===== src/rtl/pipe_stage_reg.sv =====
// Pipeline stage register carrying an instruction word and its PC+2 between
// adjacent stages. Optional 2-entry skid buffer (SKID=1), synchronous flush,
// NOP injection while empty and a saturating bubble counter.
//
// Handshake: an input entry transfers on a rising edge where
// in_valid & in_ready (acc); an output entry transfers on a rising edge where
// out_valid & out_ready (take). in_valid/out_valid must not depend on the
// partner's ready. With SKID=1 in_ready is a pure decode of the state
// register; with SKID=0 in_ready = out_ready | !out_valid.
module pipe_stage_reg #(
  parameter int                 INSTR_W  = 16,
  parameter int                 PC_W     = 16,
  parameter logic [INSTR_W-1:0] NOP_WORD = 16'h0800,
  parameter bit                 SKID     = 1'b1,
  parameter int                 CNT_W    = 16
) (
  input  logic               clk,
  input  logic               rst,
  input  logic               in_valid,
  output logic               in_ready,
  input  logic [INSTR_W-1:0] in_instr,
  input  logic [PC_W-1:0]    in_pc,
  input  logic               flush,
  output logic               out_valid,
  input  logic               out_ready,
  output logic [INSTR_W-1:0] out_instr,
  output logic [PC_W-1:0]    out_pc,
  output logic [CNT_W-1:0]   bubble_cnt
);

  typedef enum logic [1:0] {
    EMPTY = 2'd0,
    ONE   = 2'd1,
    TWO   = 2'd2
  } state_t;

  localparam logic [CNT_W-1:0] CNT_ONE = CNT_W'(1);

  state_t             state;
  logic [INSTR_W-1:0] main_instr;
  logic [PC_W-1:0]    main_pc;
  logic [INSTR_W-1:0] skid_instr;
  logic [PC_W-1:0]    skid_pc;
  logic               acc;
  logic               take;

  assign out_valid = (state != EMPTY);
  assign acc       = in_valid & in_ready;
  assign take      = out_valid & out_ready;

  // The main entry is visible only while valid; otherwise drive a NOP bubble.
  assign out_instr = out_valid ? main_instr : NOP_WORD;
  assign out_pc    = out_valid ? main_pc : '0;

  generate
    if (SKID) begin : g_skid
      // Ready depends only on the state register, so no out_ready path.
      assign in_ready = (state != TWO);
    end else begin : g_no_skid
      // Single entry: accept when empty or when the entry leaves this cycle.
      assign in_ready = out_ready | ~out_valid;
    end
  endgenerate

  // Occupancy FSM and data registers; flush overrides every transition.
  always_ff @(posedge clk or posedge rst) begin
    if (rst) begin
      state      <= EMPTY;
      main_instr <= '0;
      main_pc    <= '0;
      skid_instr <= '0;
      skid_pc    <= '0;
    end else if (flush) begin
      state <= EMPTY;
    end else begin
      case (state)
        EMPTY: begin
          if (acc) begin
            state      <= ONE;
            main_instr <= in_instr;
            main_pc    <= in_pc;
          end
        end
        ONE: begin
          if (acc && take) begin
            main_instr <= in_instr;
            main_pc    <= in_pc;
          end else if (acc && SKID) begin
            state      <= TWO;
            skid_instr <= in_instr;
            skid_pc    <= in_pc;
          end else if (take) begin
            state <= EMPTY;
          end
        end
        TWO: begin
          if (take) begin
            state      <= ONE;
            main_instr <= skid_instr;
            main_pc    <= skid_pc;
          end
        end
        default: state <= EMPTY;
      endcase
    end
  end

  // Count cycles where downstream was ready but got a bubble; saturate.
  always_ff @(posedge clk or posedge rst) begin
    if (rst) begin
      bubble_cnt <= '0;
    end else if (!out_valid && out_ready && !flush && (bubble_cnt != '1)) begin
      bubble_cnt <= bubble_cnt + CNT_ONE;
    end
  end

endmodule


===== config.mk =====
export PLATFORM = sky130hd
export DESIGN_NAME = pipe_stage_reg
export DESIGN_NICKNAME = d
export VERILOG_FILES = /design/src/rtl/pipe_stage_reg.sv
export SDC_FILE = /design/constraint.sdc
export NUM_CORES = 1
export LEC_CHECK = 0
export CAP_MARGIN = 20
export CORE_AREA = 2 2 92 94
export DETAILED_ROUTE_END_ITERATION = 8
export DIE_AREA = 0 0 94 96
export GPL_ROUTABILITY_DRIVEN = 0
export PLACE_DENSITY = 0.8
export SYNTH_ARGS = -nofsm -noshare
export SYNTH_HDL_FRONTEND = slang
export SYNTH_SLANG_ARGS = --single-unit

===== constraint.sdc =====
create_clock -name clk -period 3.14 [get_ports clk]
set_input_delay 0.628 -clock clk [delete_from_list [all_inputs] [get_ports clk]]
set_output_delay 0.628 -clock clk [all_outputs]
set_load 0.03 [all_outputs]

### After elaboration in Yosys (flattened, before gate mapping)

Index checks and enable logic that the tools add are counted.

* word-level logic and storage cells: 51
* flip-flop bits (word level): 82
* output and inout bits: 50
* input port bits: 37

* equality and inequality tests: 11
* muxes and demuxes: 17
* add/subtract/negate cells: 1
* bitwise operators: 4
* reductions and logical operators: 12

Operators with widths (count)
* $mux W16: 8
* $pmux W16 S3: 2
* $add A16 B1 Y16 const B: 1
* $ne A16 B16 Y1 const B: 1
* $mux W2: 6
* $ne A3 B3 Y1 const B: 3
* $ne A2 B2 Y1 const B: 4
* $reduce_and A4 Y1: 2
* $pmux W2 S3: 1
* $reduce_and A5 Y1: 1
* $logic_and A1 B1 Y1: 4
* $ne A4 B4 Y1 const B: 1
* $reduce_bool A3 Y1: 1
* $and A1 B1 Y1: 2
* $eq A2 B1 Y1 const B: 1
* $eq A2 B2 Y1 const B: 1
* $logic_not A1 Y1: 2
* $logic_not A2 Y1: 1
* $not A1 Y1: 2
* $reduce_bool A2 Y1: 1

### Depth between registers and ports, before layout

* word-level depth: 7
* gate-level depth with buffers: 5

### Least setup slack after synthesis

No wires, ideal clock.

* path type: reg-to-reg
* start point: reg bubble_cnt[0]
* end point: reg bubble_cnt[1]
* arrival: 1766 ps
* period minus slack after synthesis: 1891 ps
* path slack: 1249 ps
* setup time: 125 ps
* buffers on the path: 0
* stages on the path, launching flop included: 5
* path through: dfrtp_1 -> ha_1 -> nand3_1 -> o41ai_4 -> mux2_2

* word-level cells in the longest chain between the ends: 2

RTL lines
* from (decl): RTL line 28 `output logic [CNT_W-1:0] bubble_cnt`
* from (signal assigned): RTL line 113 `bubble_cnt <= bubble_cnt + CNT_ONE;`
* branches (longest 2 deep; another with $add A16 B1 Y16)

Several ways; the timed one is not identified.
A chain may end at the register's enable or synchronous reset.

### Worst setup path in the final report

* start point: reg state[0]
* end point: out out_instr[11]

* word-level cells in the longest chain between the ends: 2

RTL lines
* from (decl): RTL line 39 `state_t state;`
* from (signal assigned): RTL line 68 `state <= EMPTY;`
* from (signal assigned): RTL line 74 `state <= EMPTY;`
* from (signal assigned): RTL line 79 `state <= ONE;`
* $reduce_bool A2 Y1: RTL line 47 `assign out_valid = (state != EMPTY);`
* $mux W16: RTL line 52 `assign out_instr = out_valid ? main_instr : NOP_WORD;`
* to (decl): RTL line 26 `output logic [INSTR_W-1:0] out_instr,`

No other way between the ends.

==> summary.md <==
| Metric | Value |
|---|---|
| DIE HEIGHT | `96 um` |
| Vias | `2,583` |
| Row count | `33` |
| Simple-gate share of the synthesized area | `12.1%` |
| Mux cell area share after synthesis | `28.4%` |
| Syn_area_per_cell | `13.1 um2` |
| Static Leakage | `2.18 nW` |
| Most used DFF post-synth | `dfrtp_1` |
| # IOs | `87` |
| Iteration-0 DRC Markers | `61` |
| Critical Path RT | `2.51 ns` |
| CTS tree | `yes` |
| Register area | `2050 um2` |
| Worst-path fanout max | `30` |
| Cts repair resizes | `0` |
| Synth Area in Adders | `0.322%` |
| Commonest non-fill, non-tap cell in the layout | `mux2_2` |
| Initial DRT Pass Iterations | `4` |
| Worst Hold Class | `reg -> reg` |
| Mapped Cells | `297` |
| Max Fclk | `0.367 GHz` |
| Arrival @ worst endpoint | `2.10 ns` |
| Gr ovfl total | `0` |
| Fin Hold WS | `0.501 ns` |
| Most frequent cells in the layout | `mux2_2 (97), clkdlybuf4s50_1 (86), dfrtp_1 (82)` |
| Largest net degree at the start of global routing | `34` |
| Largest family of logic cells by synthesized area | `multiplexers` |
| Clock Path Buffers | `2` |
| Synth unique cells | `29` |
| Critical path's slowest cell | `clkdlybuf4s50_1` |
| Die area | `9020 um2` |
| Slew HR | `64.3%` |
| Routed vias/inst | `5.19` |
| GRT Total Usage | `18.0%` |
| Max Clock Skew | `0.00653 ns` |
| Core ar. | `8050 um2` |
| R2R cell count | `4` |
| Antenna violations before repair | `0` |
| #FFs+latches synth | `82` |
| Post-CTS setup buffers | `0` |
| Synth Cell Area | `3890 um2` |
| Power Density | `601 nW/um2` |
| Max stage delay on crit path | `0.65 ns` |
| Worst-Skew Late Latency | `0.34 ns` |
| Setup violations, final | `0` |
| CTS Buf Count | `9` |
| Ys Warns | `0` |
| CP Capture Type | `output port` |
| Compound-cell area share of the yosys netlist | `1.71%` |
| Peak VDD IR | `0.638 mV` |
| First-pass GRT wire length | `12,600 um` |
| Root Buffer | `clkbuf_8` |
| Clock-pin slew on the worst setup and hold paths | `0.08 ns` |
| Antenna Cells | `0` |
| Unrepaired setup endpoints after global routing | `no` |
| Max-cap violations | `0` |
| Vias in the first global route | `2,730` |
| Element type at the critical path start | `flop` |
| Fin Setup TNS | `0 ns` |
| CTS H-tree lvls | `3` |
| PortBufs | `86` |
| Area growth syn-to-layout | `32.1%` |
| Post-route clock period utilization | `86.8%` |
| Final core occ | `63.8%` |
| Fill cell total of the finished layout | `643` |
| Seq/Total Area, Yosys | `52.8%` |
| Net Count, Synth | `335` |
| Nets@finish | `426` |
| Worst-margin pin slew | `0.535 ns` |
| Hold_buf cts | `0` |
| FFs w/ async S/R, synth | `100%` |
| # clock sinks | `82` |
| Status | `complete, no violations` |
| Starting Density | `48.3%` |
| DRC Markers | `0` |
| Crit path cell chain | `nor2_2 -> buf_12 -> or2_2 -> clkdlybuf4s50_1` |
| Xor/xnor share of the synthesized area | `2.93%` |
| Die Width | `94 um` |
| Wire length per cell | `15.6 um` |
| Share of layout cells above drive strength 1 | `32.8%` |
| Crit path time final | `2.72 ns` |
| Final Max Tran Viols | `0` |
| Crit path kind | `reg -> out` |
| Final Hold Fails | `0` |
| Post-route ant nets | `0` |
| Hpwl dp | `5460 um` |
| Number of flops mapped to enable cells by yosys | `0` |
| Total Wirelength | `7760 um` |
| Hold Crit Depth | `1` |
| Area occupied by multi-input gates | `1780 um2` |
==> critical path: cells and delay by family, from the launching register on <==
kind | cells | cell delay (ns)
DFF | 1 | 0.48
buffers and inverters | 2 | 0.87
and+or+nand+nor | 2 | 0.39
==> cells by family after synthesis <==
group           Yosys count
xor+xnor                 13
fa+ha+maj                 1
compound gates            7
buf+inv                  15
flops                    82
simple gates             81
mux                      98
==> worst paths after layout <==
check / startpoint / to / slack [ns]
max reg2reg: state[0] / main_instr[10] / 1.22
min in group asynchronous: rst / bubble_cnt[14] / 0.63
max in group asynchronous: rst / skid_pc[7] / 1.86
min: main_pc[1] / main_pc[1] / 0.50
min reg2reg: main_pc[1] / main_pc[1] / 0.50
max: state[0] / out_instr[11] / 0.42
==> area by class of cell <==
class / instances / share of cell area, %
repair buffers: 93 / 18.3
well taps: 105 / 2.56
flip-flops and latches: 82 / 40.0
multi-input cells: 200 / 34.8
clock buffers: 11 / 2.75
clock inverters: 5 / 1.51
inverters: 2 / 0.171
==> synthesized netlist by cell type (3+ instances only) <==
library cell,count,share of area [%]
clkbuf_1,3,0.29
nor4_1,5,0.80
mux2_2,97,28
nand2_1,9,0.87
xor2_1,12,2.7
nor2_1,10,0.97
dfrtp_1,82,53
buf_2,10,1.3
nor3_1,6,0.77
nor2b_1,32,5.1
nand3_1,5,0.64
nand4_1,5,0.80
==> state kept, by name (all words and copies together) (netlist names) <==
signal / cells
main_pc: 16
skid_instr: 16
state: 2
skid_pc: 16
bubble_cnt: 16
main_instr: 16
==> per-layer routing <==
| metal | vias to the layer above | track usage [%] | part of all wire, % |
|---|---|---|---|
| li1 | 1225 | - | - |
| met1 | 1285 | 21.9 | 43 |
| met2 | 62 | 31.3 | 51 |
| met3 | 11 | 3.76 | 4.0 |
| met4 | 0 | 7.49 | 1.8 |
| met5 | - | 0 | 0 |
==> report_power, final <==
part	leakage [nW]	switching (mW)	internal, mW
registers	1.01	0.148	1.29
clock network	0.109	0.364	0.467
logic	1.06	0.374	0.440
==> through the flow <==
step	power (mW)	setup slack, ns	instance area (um2)	std cells
2_1_floorplan	1.96	0.404	3890	297
6_report	3.08	0.415	5130	498
5_1_grt	3.25	0.322	5130	498
3_5_place_dp	2.28	0.599	4910	482
3_3_place_gp	2.25	0.662	4910	482
4_1_cts	3.12	0.394	5130	498
No activity file was read; power rests on OpenSTA's default activity.
